## config.mk

```make
export PLATFORM = sky130hd
export DESIGN_NAME = shift_op_sequencer
export DESIGN_NICKNAME = d
export VERILOG_FILES = /design/src/rtl/shift_op_sequencer.sv
export SDC_FILE = /design/constraint.sdc
export NUM_CORES = 1
export LEC_CHECK = 0
export CAP_MARGIN = 20
export CORE_UTILIZATION = 50
export CTS_BUF_LIST = sky130_fd_sc_hd__clkbuf_16
export CTS_CLUSTER_DIAMETER = 50
export DETAILED_ROUTE_END_ITERATION = 16
export HOLD_SLACK_MARGIN = 0.03
export MAX_ROUTING_LAYER = met4
export PLACE_DENSITY = 0.81
export SLEW_MARGIN = 10
export SYNTH_ARGS = -nofsm -noshare
export SYNTH_HDL_FRONTEND = slang
export SYNTH_SLANG_ARGS = --single-unit
```

## constraint.sdc

```tcl
create_clock -name clock -period 2.25 [get_ports clock]
set_clock_uncertainty 0.15 [all_clocks]
set_input_delay 0.45 -clock clock [delete_from_list [all_inputs] [get_ports clock]]
set_output_delay 0.45 -clock clock [all_outputs]
set_load 0.03 [all_outputs]
```

## src/rtl/shift_op_sequencer.sv

```systemverilog
// Issue/sequencing stage in front of the ShiftLR shifter: accepts shift/rotate ops, runs one or two
// shifter passes, returns a tagged result. Optional performance counters under SHIFT_SEQ_PERF_EN.
module shift_op_sequencer #(
    parameter int TAG_W = 4
) (
    input  logic             clock,
    input  logic             reset_n,
    // Handshakes (both sides): a transfer happens on a rising clock edge where VALID and READY
    // are both high; VALID, once raised, holds its payload stable until that edge.
    input  logic             IN_VALID,
    output logic             IN_READY,
    input  logic [2:0]       IN_OP,
    input  logic [31:0]      IN_A,
    input  logic [4:0]       IN_S,
    input  logic [TAG_W-1:0] IN_TAG,
    output logic [31:0]      SH_X,
    output logic [4:0]       SH_S,
    output logic             SH_LEFT,
    output logic             SH_LOG,
    input  logic [31:0]      SH_Z,
    output logic             OUT_VALID,
    input  logic             OUT_READY,
    output logic [31:0]      OUT_Z,
    output logic [TAG_W-1:0] OUT_TAG,
    output logic             OUT_ERR
`ifdef SHIFT_SEQ_PERF_EN
    ,
    output logic [31:0]      PERF_OPS,
    output logic [31:0]      PERF_STALL
`endif
);

    localparam logic [2:0] OP_SLL = 3'b000;
    localparam logic [2:0] OP_SRL = 3'b001;
    localparam logic [2:0] OP_SRA = 3'b010;
    localparam logic [2:0] OP_ROL = 3'b011;
    localparam logic [2:0] OP_ROR = 3'b100;

    typedef enum logic [2:0] {
        ST_IDLE   = 3'd0,
        ST_ISSUE1 = 3'd1,
        ST_CAP1   = 3'd2,
        ST_CAP2   = 3'd3,
        ST_DONE   = 3'd4
    } state_t;

    state_t state_q, state_d;
    state_t dbg_state;

    logic [2:0]  op_q;
    logic [31:0] a_q;
    logic [4:0]  s_q;
    logic [31:0] part_q;

    logic in_legal;
    logic op_is_rot;
    logic accept;

    assign dbg_state = state_q;
    assign in_legal  = (IN_OP <= OP_ROR);
    assign op_is_rot = (op_q == OP_ROL) || (op_q == OP_ROR);

    // {LEFT, LOG} for the first pass; SLL's LOG is a don't-care, driven as 1.
    function automatic logic [1:0] pass1_dir(input logic [2:0] op);
        logic [1:0] dir;
        dir = 2'b11;
        case (op)
            OP_SLL:  dir = 2'b11;
            OP_SRL:  dir = 2'b01;
            OP_SRA:  dir = 2'b00;
            OP_ROL:  dir = 2'b11;
            OP_ROR:  dir = 2'b01;
            default: dir = 2'b11;
        endcase
        return dir;
    endfunction

    always_ff @(posedge clock or negedge reset_n) begin
        if (!reset_n) begin
            state_q <= ST_IDLE;
        end else begin
            state_q <= state_d;
        end
    end

    always_comb begin
        state_d   = state_q;
        accept    = 1'b0;
        IN_READY  = 1'b0;
        OUT_VALID = 1'b0;
        case (state_q)
            ST_IDLE: begin
                IN_READY = 1'b1;
                if (IN_VALID) begin
                    accept  = 1'b1;
                    state_d = in_legal ? ST_ISSUE1 : ST_DONE;
                end
            end
            ST_ISSUE1: state_d = ST_CAP1;
            ST_CAP1:   state_d = op_is_rot ? ST_CAP2 : ST_DONE;
            ST_CAP2:   state_d = ST_DONE;
            ST_DONE: begin
                OUT_VALID = 1'b1;
                if (OUT_READY) begin
                    state_d = ST_IDLE;
                end
            end
            default:   state_d = ST_IDLE;
        endcase
    end

    // SH_* are registered: pass 1 is loaded on the accept edge so ShiftLR sees it throughout
    // ISSUE1; pass 2 is loaded on the ISSUE1->CAP1 edge so it is sampled at the end of CAP1.
    always_ff @(posedge clock or negedge reset_n) begin
        if (!reset_n) begin
            op_q    <= 3'd0;
            a_q     <= 32'd0;
            s_q     <= 5'd0;
            part_q  <= 32'd0;
            SH_X    <= 32'd0;
            SH_S    <= 5'd0;
            SH_LEFT <= 1'b0;
            SH_LOG  <= 1'b0;
            OUT_Z   <= 32'd0;
            OUT_TAG <= '0;
            OUT_ERR <= 1'b0;
        end else begin
            case (state_q)
                ST_IDLE: begin
                    if (accept) begin
                        op_q    <= IN_OP;
                        a_q     <= IN_A;
                        s_q     <= IN_S;
                        OUT_TAG <= IN_TAG;
                        OUT_ERR <= !in_legal;
                        OUT_Z   <= 32'd0;
                        if (in_legal) begin
                            SH_X              <= IN_A;
                            SH_S              <= IN_S;
                            {SH_LEFT, SH_LOG} <= pass1_dir(IN_OP);
                        end
                    end
                end
                ST_ISSUE1: begin
                    if (op_is_rot) begin
                        // Second pass goes the other way by (32-S) mod 32, always logical.
                        SH_X    <= a_q;
                        SH_S    <= 5'd0 - s_q;
                        SH_LEFT <= (op_q == OP_ROR);
                        SH_LOG  <= 1'b1;
                    end
                end
                ST_CAP1: begin
                    if (op_is_rot) begin
                        part_q <= SH_Z;
                    end else begin
                        OUT_Z <= SH_Z;
                    end
                end
                ST_CAP2: begin
                    OUT_Z <= part_q | SH_Z;
                end
                default: begin
                end
            endcase
        end
    end

`ifdef SHIFT_SEQ_PERF_EN
    always_ff @(posedge clock or negedge reset_n) begin
        if (!reset_n) begin
            PERF_OPS   <= 32'd0;
            PERF_STALL <= 32'd0;
        end else begin
            if (OUT_VALID && OUT_READY) begin
                PERF_OPS <= PERF_OPS + 32'd1;
            end
            if (OUT_VALID && !OUT_READY) begin
                PERF_STALL <= PERF_STALL + 32'd1;
            end
        end
    end
`endif

endmodule

```

## Yosys cells after proc, flatten, opt, wreduce, memory -nomap -nowiden

Index checks and enable logic that the tools add are counted.

| cells by class | value |
|---|---|
| muxes and demuxes | 29 |
| add/sub/neg operators | 1 |
| $lt $le $gt $ge | 1 |
| eq/ne operators | 15 |
| divide/modulo/power cells | 0 |
| reduce and logical (&&, ||, !) cells | 11 |
| shift-type cells | 0 |
| bitwise gates (word level) | 1 |
| $mul | 0 |

Operators with widths:

| operator | number |
|---|---|
| $mux 32 | 5 |
| $pmux 32 s3 | 1 |
| $pmux 32 s2 | 1 |
| $or 32x32->32 | 1 |
| $mux 5 | 3 |
| $pmux 3 s5 | 1 |
| $eq 3x2->1 const B | 4 |
| $mux 3 | 4 |
| $ne 2x2->1 const B | 6 |
| $mux 1 | 10 |
| $pmux 5 s2 | 1 |
| $eq 3x3->1 const B | 3 |
| $eq 3x1->1 const B | 2 |
| $reduce_and 2->1 | 3 |
| $sub 1x5->5 const A | 1 |
| $pmux 1 s2 | 2 |
| $pmux 2 s2 | 1 |
| $reduce_and 4->1 | 1 |
| $le 3x3->1 const B | 1 |
| $logic_not 3->1 | 1 |
| $reduce_and 3->1 | 1 |
| $reduce_bool 3->1 | 1 |
| $reduce_bool 2->1 | 1 |
| $reduce_or 2->1 | 1 |
| other kinds (2) | 2 |

| storage, ports and cells | value |
|---|---|
| memory bits (writable) | 0 |
| logic and storage cells | 70 |
| flip-flop bits (word level) | 151 |
| bits in read-only memories | 0 |
| output and inout port bits | 78 |
| memories kept | 0 |
| bits in latches | 0 |
| input bits | 80 |

## Longest topological paths before layout

| logic depth | value |
|---|---|
| depth in word-level cells | 6 |
| mapped depth | 6 |
| gate-level depth less buffers | 6 |

## Worst setup path before layout

OpenSTA, ideal clock, no wires.

| timing | value |
|---|---|
| path type | reg2reg |
| from | register state_q[1], in the netlist dbg_state[1] |
| to | register OUT_ERR |
| data required time | 1.964 ns |
| buffers on the path | 2 |
| path slack | -0.016 ns |
| data arrival time | 1.979 ns |
| library setup time | 0.136 ns |
| stages on the path, launching flop included | 7 |
| clock period less this slack | 2.266 ns |
| cells stage by stage | dfrtp_1 -> nor3_1 -> nand2_1 -> buf_2 -> clkbuf_1 -> nand2_1 -> o21ai_0 |

| between the ends | value |
|---|---|
| cells in the longest elaborated chain, start to end | 3 |

Ends and longest elaborated chain:

| element | RTL line | text |
|---|---|---|
| from (decl) | 47 | `state_t state_q, state_d;` |
| from (signal assigned) | 82 | `state_q <= state_d;` |
| $logic_not 3->1 (*) | 91, 128 |  |
| $mux 1 | 91 | `case (state_q)` |
| $reduce_and 2->1 (no line) (*) | - |  |
| to (signal assigned) | 135 | `OUT_ERR <= !in_legal;` |
| to (decl) | 25 | `output logic OUT_ERR` |

Mark *: on every way between the ends. The rest lies on a longest branch, timed or not.
A chain may end at the register's enable or synchronous reset.

## Final worst setup path

| timing | value |
|---|---|
| from | register state_q[0], in the netlist dbg_state[0] |
| to | output IN_READY |

| between the ends | value |
|---|---|
| cells in the longest elaborated chain, start to end | 2 |

Ends and longest elaborated chain:

| element | RTL line | text |
|---|---|---|
| $logic_not 3->1 | 91 |  |
| $mux 1 | 91 |  |
| to (decl) | 11 | `output logic IN_READY,` |

No other way between the ends.

==> run_results.csv <==
group,metric,value,unit
logic_synthesis,yosysUniqueCellTypes,30,
logic_synthesis,ys_warn_count,0,
setup_path,cp.required,1650,ps
global_route,grt_pass1_vias,4770,
detailed_routing,ant_nets,0,
global_route,grt_max_degree,45,
setup_path,crit_top_cell,"buf_4",
logic_synthesis,synthMuxAreaShare,0.321,
logic_synthesis,post-synth-top-count-cell,"dfrtp_1",
setup_path,crit_chain,"buf_4 -> nor3_4 -> buf_4 -> buf_12",
clocking,numClockSinks,151,
clocking,cts_root_buf,"clkbuf_16",
logic_synthesis,synth_edf_count,0,
place,dp_hpwl,10400,um
sta,min_period,2170,ps
place,io_buffer_count,157,
die,die_y,116,um
pwr,sw_frac_of_total,0.355,
setup_path,critPathMaxFanout,16,
detailed_routing,totalWireLength,15200,um
die,die_x,116,um
logic_synthesis,synth-compound-area-share,0.0339,
detailed_routing,drt_iter0_markers,186,
sta,slew_viol_final,0,
logic_synthesis,synth_area_leaders,"dfrtp_1 (58%), mux2_2 (25%), mux2i_1 (4.9%)",
die,start_util,0.515,
cells_and_area,syn_to_final_growth,40.3,%
clocking,cts_max_path_buffers,2,
cells_and_area,final_cell_area,9160,sq um
global_route,grtUsageTotal,0.249,
die,core_area,12700,sq um
detailed_routing,firstDrtPassIters,5,
detailed_routing,via_per_inst,5.29,
logic_synthesis,syn_inst,464,
place,placed_area,8520,sq um
sta,max_slew_margin,0.745,
die,placementRows,41,
outcome,outcome,"completed",
logic_synthesis,syn_nets,545,
pwr,p_switching,5.22,mW
die,io_pins,158,
logic_synthesis,synthTopCellsByCount,"dfrtp_1 (151), mux2_2 (144), nand2_1 (37), a21oi_1 (32), mux2i_1 (32)",
logic_synthesis,seq_area_frac_synth,0.579,
logic_synthesis,synth.ff_latch_count,151,
global_route,grt_util_met1,0.281,
cells_and_area,drive_above_1_share,0.334,
global_route,gr-usage-met2,0.429,
global_route,grt_antenna_before_repair,0,
logic_synthesis,avgSynthCellArea,14.1,sq um
cells_and_area,fillCellCount,887,
clocking,htreeDepth,4,
logic_synthesis,yosys.area.top_type,"dfrtp_1",
logic_synthesis,async_reset_ff_frac,1.00,
pwr,clkPwrFrac,0.205,
cells_and_area,fin_nets,722,
sta,max_freq,461,MHz
setup_path,critical_path_buf_inv_count,3,
logic_synthesis,synth_top_family_by_area,"multiplexers",
clocking,cts_inserted_buffers,17,
logic_synthesis,synthAdderAreaFrac,0.00192,
pwr,p_int,9.47,mW
clocking,path_clk_slew,60,ps
global_route,met3_usage,0.0602,
setup_path,max_stage_delay,410,ps
setup_path,cp-start-kind,"flop",
run,drv_cap,0,
setup_path,crit_type,"flop to primary output",
logic_synthesis,yosysTopAreaCellShare,0.579,
logic_synthesis,syn-cell-area,6530,sq um
hold_path,hp-class,"input port to asynchronous set/reset pin",
detailed_routing,detail_route.wl_per_cell,18.4,um
logic_synthesis,synth-main-ff-cell,"dfrtp_1",
cells_and_area,antennaDiodeCount,0,
pwr,seq_power_share,0.333,
setup_path,cp.arrival,1570,ps
clocking,insertion_delay,420,ps
global_route,grt_pass1_wl,24100,um
setup_path,cp_slowest_cell,"dfrtp_1",
setup_path,critical-path-top-delay-family,"buffers and inverters",
setup_path,end_kind,"primary output",
detailed_routing,drc_errors,0,
logic_synthesis,synth-xor-area-share,0.00537,
sta,fin_setup_tns,0,ps
logic_synthesis,synth_simple_gate_area_share,0.0362,
global_route,grt.busiest_layer,"met2",
pwr,power_leakage,3.91,nW
detailed_routing,via_count,4365,
die,dieArea,13500,sq um
global_route,grt_remaining_overflow,0,
sta,setup_violations,0,
pwr,combPwrFrac,0.462,
clocking,cts_tree,"yes",
place,routabilityCongestion,0.765,
pwr,ir_drop,0.831,mV
sta,finalHoldViolCount,0,
sta,rsz0062_at_grt,"false",
pwr,p_per_area,1600,nW/um^2
sta,fin_crit_sh,0.963,
sta,tightest_slew,381,ps
-- worst paths after layout --
| check | depth (start not counted) | slack, ps | start | to |
|---|---|---|---|---|
| setup / recovery | 4 | 80 | dbg_state[0] | IN_READY |
| hold reg to reg | 1 | 350 | a_q[8] | a_q[8] |
| hold / removal | 2 | 330 | reset_n | SH_X[8] |
| max in group asynchronous | 3 | 1020 | reset_n | SH_X[15] |
| min in group clock | 1 | 350 | a_q[8] | a_q[8] |
| setup reg to reg | 4 | 280 | dbg_state[2] | SH_S[1] |
-- stage by stage --
step | utilization | instances | setup slack, ps | total power, mW | hold WS, ps
floorplan | - | 464 | 118 | 8.96 | 4.41
global placement | 0.673 | 793 | -103 | 11.4 | 219
detailed placement | 0.673 | 793 | -131 | 11.7 | 223
CTS | 0.723 | 825 | 40.8 | 14.8 | 342
global route | 0.723 | 825 | 14.2 | 15.4 | 347
finish | 0.723 | 825 | 82.5 | 14.7 | 329
-- power groups by stage --
| stage | Combinational, mW | Sequential (mW) | Clock (mW) |
|---|---|---|---|
| 2_1_floorplan | 2.90 | 6.05 | 0 |
| 3_3_place_gp | 6.59 | 4.79 | 0 |
| 3_5_place_dp | 6.80 | 4.89 | 0 |
| 4_1_cts | 6.86 | 4.88 | 3.05 |
| 5_1_grt | 7.18 | 5.03 | 3.18 |
| 6_report | 6.79 | 4.89 | 3.01 |
-- sequential cells by signal (all words and copies together) (netlist names) --
register and count:
SH_X 32, s_q 5, SH_S 5, SH_LEFT 1, a_q 32, SH_LOG 1
part_q 32, OUT_Z 32, dbg_state 3, op_q 3, OUT_ERR 1, OUT_TAG 4
-- repair_timing --
item | in CTS | in global routing
hold endpoints to repair | 32 | 0
gates resized for setup | 1 | 0
hold buffers | 1 | 0
setup buffers | 0 | 0
pin swaps | 0 | 1
setup endpoints to repair | 1 | 1
-- logic make-up after synthesis --
| group | Yosys count |
|---|---|
| muxes | 186 |
| buffers and inverters | 30 |
| AOI/OAI and AO/OA | 41 |
| xor gates and xnor gates | 4 |
| adders and majority gates | 1 |
| DFF | 151 |
| and+or+nand+nor | 51 |
-- per-layer routing --
metal,up-vias,share of wire,wire [um]
li1,1996,-,-
met1,2227,0.40,6110
met2,119,0.53,8110
met3,23,0.046,703
met4,0,0.017,263
met5,-,0,0
-- area by class of cell --
cell class / instances / area (sq um) / area share
clock inverter: 14 / 193 / 0.0210
tap: 172 / 215 / 0.0235
inverter: 3 / 11.3 / 0.00123
multi-input combinational: 283 / 2630 / 0.287
sequential: 151 / 3780 / 0.413
clock buffer: 17 / 425 / 0.0465
timing repair buffer: 185 / 1910 / 0.208
-- cells in the final DEF (no fill, tap or decap), types with 2 or more instances in the layout --
master / count
a21oi_1: 32
buf_12: 10
buf_4: 19
bufinv_16: 5
clkbuf_16: 17
clkdlybuf4s50_1: 154
clkinv_1: 2
clkinvlp_4: 2
dfrtp_1: 151
inv_1: 7
mux2_2: 144
mux2_4: 10
mux2i_1: 32
nand2_1: 36
nor2_1: 2
nor3_1: 3
nor3_4: 2
nor3b_2: 2
o21ai_0: 3
xnor2_1: 3
-- worst register-to-register path: stages, from the launching register on --
cell and delay [ps]:
dfrtp_1 460, nor3b_2 280, buf_12 280, mux2_2 410, mux2_2 270
(Power assumes the default switching activity.)
